`src/rtl/conv_pkg.sv`:
```
// rtl/conv_pkg.sv - shared constants, FSM states and window-offset helper for the conv window sequencer
package conv_pkg;

  localparam int WIN       = 5;
  localparam int WIN_ELEMS = 25;
  localparam int PIX_W     = 8;
  localparam int CENTER    = 12;

  typedef enum logic [2:0] {
    IDLE,
    FETCH,
    CONV,
    WRITE,
    RELEASE,
    FINISH
  } state_e;

  typedef struct packed {
    logic signed [2:0] dx;
    logic signed [2:0] dy;
  } offset_t;

  // Window element k sits at (k%5-2, k/5-2) relative to the output pixel.
  function automatic offset_t elem_offset(input logic [4:0] k);
    offset_t o;
    int      kx;
    int      ky;
    kx   = int'(k) % WIN;
    ky   = int'(k) / WIN;
    o.dx = 3'(kx - 2);
    o.dy = 3'(ky - 2);
    return o;
  endfunction

endpackage

```
`src/rtl/conv_addr_gen.sv`:
```
// rtl/conv_addr_gen.sv - bounds check and linear address for one 5x5 window element
module conv_addr_gen
  import conv_pkg::*;
#(
  parameter int IMG_W  = 16,
  parameter int IMG_H  = 16,
  parameter int ADDR_W = 8,
  parameter int XW     = 4,
  parameter int YW     = 4
) (
  input  logic [XW-1:0]     x_i,
  input  logic [YW-1:0]     y_i,
  input  logic [4:0]        k_i,
  output logic              in_bounds_o,
  output logic [ADDR_W-1:0] addr_o
);

  localparam int MAXD  = (IMG_W > IMG_H) ? IMG_W : IMG_H;
  localparam int CW_R  = $clog2(MAXD) + 2;
  localparam int CW    = (CW_R > 4) ? CW_R : 4;
  localparam logic [CW-1:0] W_LIM = CW'(IMG_W);
  localparam logic [CW-1:0] H_LIM = CW'(IMG_H);

  offset_t       off;
  logic [CW-1:0] sx;
  logic [CW-1:0] sy;
  logic          x_ok;
  logic          y_ok;

  assign off = elem_offset(k_i);

  // Two's-complement coordinates: the MSB flags a position left of / above the image.
  assign sx = CW'(x_i) + {{(CW-3){off.dx[2]}}, off.dx};
  assign sy = CW'(y_i) + {{(CW-3){off.dy[2]}}, off.dy};

  assign x_ok        = !sx[CW-1] && (sx < W_LIM);
  assign y_ok        = !sy[CW-1] && (sy < H_LIM);
  assign in_bounds_o = x_ok && y_ok;

  assign addr_o = in_bounds_o ? (ADDR_W'(sy) * ADDR_W'(IMG_W) + ADDR_W'(sx)) : '0;

endmodule

```
`src/rtl/conv_window_sequencer.sv`:
```
// rtl/conv_window_sequencer.sv - walks the image, gathers zero-padded 5x5 windows and drives the MAC handshake
module conv_window_sequencer
  import conv_pkg::*;
#(
  parameter int IMG_W  = 16,
  parameter int IMG_H  = 16,
  parameter int ADDR_W = 8
) (
  input  logic                       clk,
  input  logic                       rst_n,
  input  logic                       start,
  input  logic                       abs_mode,
  input  logic [WIN_ELEMS*PIX_W-1:0] kernel,
  output logic                       busy,
  output logic                       done,
  output logic                       rd_en,
  output logic [ADDR_W-1:0]          rd_addr,
  input  logic [PIX_W-1:0]           rd_data,
  output logic                       wr_en,
  output logic [ADDR_W-1:0]          wr_addr,
  output logic [PIX_W-1:0]           wr_data,
  output logic [WIN_ELEMS*PIX_W-1:0] mac_window,
  output logic [WIN_ELEMS*PIX_W-1:0] mac_kernel,
  output logic                       mac_start,
  input  logic [PIX_W-1:0]           mac_result,
  input  logic                       mac_sign,
  input  logic                       mac_done
);

  localparam int KW = WIN_ELEMS * PIX_W;
  localparam int XW = (IMG_W > 1) ? $clog2(IMG_W) : 1;
  localparam int YW = (IMG_H > 1) ? $clog2(IMG_H) : 1;
  localparam logic [4:0]    LAST_J = 5'(WIN_ELEMS);
  localparam logic [XW-1:0] X_MAX  = XW'(IMG_W - 1);
  localparam logic [YW-1:0] Y_MAX  = YW'(IMG_H - 1);

  state_e             state_q;
  state_e             state_d;
  logic [XW-1:0]      x_q;
  logic [YW-1:0]      y_q;
  logic [4:0]         j_q;
  logic               inb_prev_q;
  logic               abs_q;
  logic [KW-1:0]      kernel_q;
  logic [KW-1:0]      win_q;
  logic [PIX_W-1:0]   wr_data_q;

  logic               fetch_rd;
  logic               last_pix;
  logic [4:0]         gen_k;
  logic               gen_inb;
  logic [ADDR_W-1:0]  gen_addr;

  assign fetch_rd = (state_q == FETCH) && (j_q < LAST_J);
  assign last_pix = (x_q == X_MAX) && (y_q == Y_MAX);
  // Outside the read phase the centre element yields the output pixel address.
  assign gen_k    = fetch_rd ? j_q : 5'(CENTER);

  conv_addr_gen #(
    .IMG_W  (IMG_W),
    .IMG_H  (IMG_H),
    .ADDR_W (ADDR_W),
    .XW     (XW),
    .YW     (YW)
  ) u_addr_gen (
    .x_i         (x_q),
    .y_i         (y_q),
    .k_i         (gen_k),
    .in_bounds_o (gen_inb),
    .addr_o      (gen_addr)
  );

  always_ff @(posedge clk or negedge rst_n) begin
    if (!rst_n) begin
      state_q <= IDLE;
    end else begin
      state_q <= state_d;
    end
  end

  always_comb begin
    state_d = state_q;
    case (state_q)
      IDLE:    if (start) state_d = FETCH;
      FETCH:   if (j_q == LAST_J) state_d = CONV;
      CONV:    if (mac_done) state_d = WRITE;
      WRITE:   state_d = RELEASE;
      RELEASE: state_d = last_pix ? FINISH : FETCH;
      FINISH:  state_d = IDLE;
      default: state_d = IDLE;
    endcase
  end

  always_ff @(posedge clk or negedge rst_n) begin
    if (!rst_n) begin
      x_q        <= '0;
      y_q        <= '0;
      j_q        <= '0;
      inb_prev_q <= 1'b0;
      abs_q      <= 1'b0;
      kernel_q   <= '0;
      win_q      <= '0;
      wr_data_q  <= '0;
    end else begin
      case (state_q)
        IDLE: begin
          if (start) begin
            kernel_q <= kernel;
            abs_q    <= abs_mode;
            x_q      <= '0;
            y_q      <= '0;
            j_q      <= '0;
          end
        end
        FETCH: begin
          j_q        <= (j_q == LAST_J) ? 5'd0 : j_q + 5'd1;
          inb_prev_q <= fetch_rd && gen_inb;
          // Read data lags its strobe by one cycle, so cycle j lands element j-1.
          for (int i = 0; i < WIN_ELEMS; i++) begin
            if (j_q == 5'(i + 1)) begin
              win_q[i*PIX_W +: PIX_W] <= inb_prev_q ? rd_data : '0;
            end
          end
        end
        CONV: begin
          if (mac_done) begin
            wr_data_q <= (abs_q || !mac_sign) ? mac_result : '0;
          end
        end
        RELEASE: begin
          if (!last_pix) begin
            if (x_q == X_MAX) begin
              x_q <= '0;
              y_q <= y_q + 1'b1;
            end else begin
              x_q <= x_q + 1'b1;
            end
          end
        end
        default: ;
      endcase
    end
  end

  always_comb begin
    busy      = 1'b0;
    done      = 1'b0;
    rd_en     = 1'b0;
    rd_addr   = '0;
    wr_en     = 1'b0;
    wr_addr   = '0;
    mac_start = 1'b0;
    case (state_q)
      FETCH: begin
        busy = 1'b1;
        if (fetch_rd && gen_inb) begin
          rd_en   = 1'b1;
          rd_addr = gen_addr;
        end
      end
      CONV: begin
        busy      = 1'b1;
        mac_start = 1'b1;
      end
      WRITE: begin
        busy      = 1'b1;
        wr_en     = 1'b1;
        wr_addr   = gen_addr;
        mac_start = 1'b1;
      end
      RELEASE: busy = 1'b1;
      FINISH:  done = 1'b1;
      default: ;
    endcase
  end

  assign wr_data    = wr_data_q;
  assign mac_window = win_q;
  assign mac_kernel = kernel_q;

endmodule

```
`config.mk`:
```
export PLATFORM = sky130hd
export DESIGN_NAME = conv_window_sequencer
export DESIGN_NICKNAME = d
export VERILOG_FILES = /design/src/rtl/conv_pkg.sv /design/src/rtl/conv_addr_gen.sv /design/src/rtl/conv_window_sequencer.sv
export SDC_FILE = /design/constraint.sdc
export NUM_CORES = 1
export LEC_CHECK = 0
export CORE_AREA = 2 2 250 252
export DETAILED_ROUTE_END_ITERATION = 7
export DIE_AREA = 0 0 252 254
export PLACE_DENSITY_LB_ADDON = 0.1
export RECOVER_POWER = 50
export SYNTH_ARGS = -nofsm -noshare
export SYNTH_HDL_FRONTEND = slang
export SYNTH_SLANG_ARGS = --single-unit
```
`constraint.sdc`:
```
create_clock -name clk -period 13.4 [get_ports clk]
set_input_delay 3.35 -clock clk [delete_from_list [all_inputs] [get_ports clk]]
set_output_delay 3.35 -clock clk [all_outputs]
set_load 0.03 [all_outputs]
```
==> run summary, run 1 <==
Average size of a mapped cell = 12.2 sq um
Worst Clk Skew = 0.0370 ns
Drt drc = 0
Cts bufs inserted = 51
Detailed placer's ending HPWL = 46300 microns
CP bufs+invs = 2
Max VDD drop = 144 uV
Ports = 651
Mapped Area = 17200 sq um
DIE AREA = 64000 sq um
Post-route insts no fill = 2864
Clk_lat worst skew = 0.60 ns
WL final = 62100 microns
Tcrit/Tclk final = 87.9%
Initial antenna violation count = 0
Multi-input logic area = 6110 sq um
Post-CTS Resized = 0
CP Data Arrival Time = 8.43 ns
# hold bufs at CTS = 0
Total congestion overflow = 0
Vias = 13000
Nets@finish = 2289
Syn Inst Count = 1405
Max-slew violations = 454
Die Width = 252 microns
Post-route minimum period = 11.78 ns
Required time of the critical path = 10.05 ns
Pin slew with the least headroom to its limit = 4.97 ns
Ant. Diodes = 0
Hold WS = 0.470 ns
CP Max Fanout = 18
Most used cell along the critical path = ha_1
Post-synth top area cell = dfrtp_1
Startpoint types = register
Power per Cell Area = 304 nW/um^2
Commonest cells post-synth = 426 x dfrtp_1, 245 x nand2_1, 226 x mux2_2, 202 x o21ai_0, 73 x clkbuf_1
CP top delay family = simple AND/OR/NAND/NOR gates
Post-synth top area share = 62.1%
Largest stage delay, worst path = 0.70 ns
Max-slew headroom = -231%
Syn nets = 1657
Area delta synth->final = 51.8%
Hold crit path type = register to register
Fillers = 5882
Final Util = 42.5%
Fin Setup TNS = 0 ns
First-pass GRT wire length = 91400 microns
Main synth FF type = dfrtp_1
Routed len/inst = 21.7 microns
Worst path slowest cell = clkdlybuf4s50_1
Clock Tree Buf Depth = 3
Crit. End Element = primary output
Violated checks = max-capacitance violations, max-slew violations
Initial core utilization = 28.0%
Yosys reg bits = 426
Sequential Area = 10700 sq um
Initial DRC count = 533
IO buf count = 650
Synth warn = 0
Clock slew at the register clock pins of the worst setup and hold paths = 0.06 ns
Vias in the first global route = 13800
CTS tree = done
Clk root buf = clkbuf_16
Core footprint = 61300 sq um
DRT antenna net count = 0
CTS sink cnt = 426
Final Setup Violations = 0
Pleak = 11.1 nW
CP Class = register to primary output
RSZ-0062 raised after global routing = false
Total GRT Usage = 19.2%
Most numerous cell in the Yosys netlist = dfrtp_1
Die H = 254 microns
Max_cap viols = 8
Post-synthesis sequential area ratio = 62.1%
Row count = 91
Ys async rst share = 100%
Largest net degree at the start of global routing = 175
Achievable clock frequency = 84.9 MHz
Placed Cells = 2774
GP Congestion = 0.802
Post-DR vias/cell = 4.54
# Post-CTS Setup Buffers = 0
Post-synthesis cell type count = 62
Pre-antenna DRT Iters = 4
Hold violation count in the final report = 0
Status = finished with violations
Largest cells by area after synthesis = dfrtp_1 62%, mux2_2 15%, o21ai_0 5.9%, nand2_1 5.4%, ha_1 2.0%
H-tree Lvls = 2
Layout cells sized above 1 = 15.9%
Number of flops mapped to enable cells by yosys = 0
-- power breakdown --
| part | internal, mW | switching (mW) |
|---|---|---|
| Combinational | 1.76 | 2.55 |
| Clock | 0.807 | 0.558 |
| Sequential | 1.88 | 0.346 |
-- flip-flops by register name (all words and copies together) (netlist names) --
name        count
j_q             5
mac_window    200
state_q         3
y_q             4
mac_kernel    200
inb_prev_q      1
wr_data         8
x_q             4
abs_q           1
-- path summary, 6_finish.rpt --
| check | start | endpoint | slack, ns | cells past startpoint |
|---|---|---|---|---|
| max in group asynchronous | rst_n | mac_kernel[14]$_DFFE_PN0P_ | 3.00 | 2 |
| min | mac_window[87]$_DFFE_PN0P_ | mac_window[87]$_DFFE_PN0P_ | 0.47 | 2 |
| min reg2reg | mac_window[87]$_DFFE_PN0P_ | mac_window[87]$_DFFE_PN0P_ | 0.47 | 2 |
| min in group asynchronous | rst_n | mac_kernel[50]$_DFFE_PN0P_ | 4.55 | 1 |
| max reg2reg | state_q[2]$_DFFE_PN0P_ | inb_prev_q$_DFFE_PN0P_ | 6.72 | 24 |
| max | state_q[2]$_DFFE_PN0P_ | wr_addr[7] | 1.62 | 29 |
-- placed cells by master, fill, tap and decap left out, types with 12 or more instances in the layout --
master / synthesis / layout
o21ai_0: 202 / 202
a21oi_1: 25 / 25
mux2_2: 226 / 226
clkdlybuf4s50_1: 0 / 605
nor2b_1: 12 / 12
clkbuf_8: 0 / 14
nand2_1: 245 / 245
nor2_1: 21 / 21
clkbuf_1: 73 / 18
nand3_1: 15 / 15
inv_1: 18 / 18
clkbuf_16: 0 / 52
ha_1: 27 / 27
dfrtp_1: 426 / 426
dlygate4sd3_1: 0 / 44
-- cells by family (layout without fill, tap and decap cells) --
group                      count (synthesis)  after routing  share of synthesized area [%]
DFF                                      426            426                           62.1
muxes                                    228            228                           15.0
and+or+nand+nor                          345            345                           8.93
adders and majority gates                 30             30                           2.32
AOI/OAI and AO/OA                        265            265                           8.74
buffers and inverters                     99            768                           2.25
xor gates and xnor gates                  12             12                          0.613
-- stage by stage --
step | power (mW) | area (sq um) | worst slack (ns)
floorplan | 4.71 | 17200 | 3.35
global placement | 6.58 | 24400 | 2.52
detailed placement | 6.63 | 24400 | 2.20
CTS | 8.06 | 26100 | 1.56
global route | 8.39 | 26000 | 1.01
finish | 7.91 | 26000 | 1.62
-- final cells by class --
type / instances / share of cell area, %
clock buffers: 78 / 5.91
clock inverters: 12 / 0.447
inverters: 18 / 0.259
multi-input cells: 880 / 23.4
flip-flops and latches: 426 / 40.9
well taps: 790 / 3.80
repair buffers: 660 / 25.2
-- worst min-delay path, cell delays in order (launching register included) --
cell and delay (ns):
dfrtp_1 0.33, nand2_1 0.04, o21ai_0 0.06
-- routing by layer --
| metal | routed length, microns | global-route usage (%) | vias up | share of wire (%) |
|---|---|---|---|---|
| li1 | - | - | 6107 | - |
| met1 | 23200 | 21.4 | 6407 | 37 |
| met2 | 31500 | 33.5 | 401 | 51 |
| met3 | 5440 | 7.27 | 90 | 8.8 |
| met4 | 1910 | 6.66 | 0 | 3.1 |
| met5 | 0 | 0 | - | 0 |
Power figures use the tool's default switching activity.
==> run 2, diff against run 1 <==
SLEW_MARGIN = 20   (was not set)
==> results of run 2 <==
Final layout, timing and power as in run 1 (identical DEF).
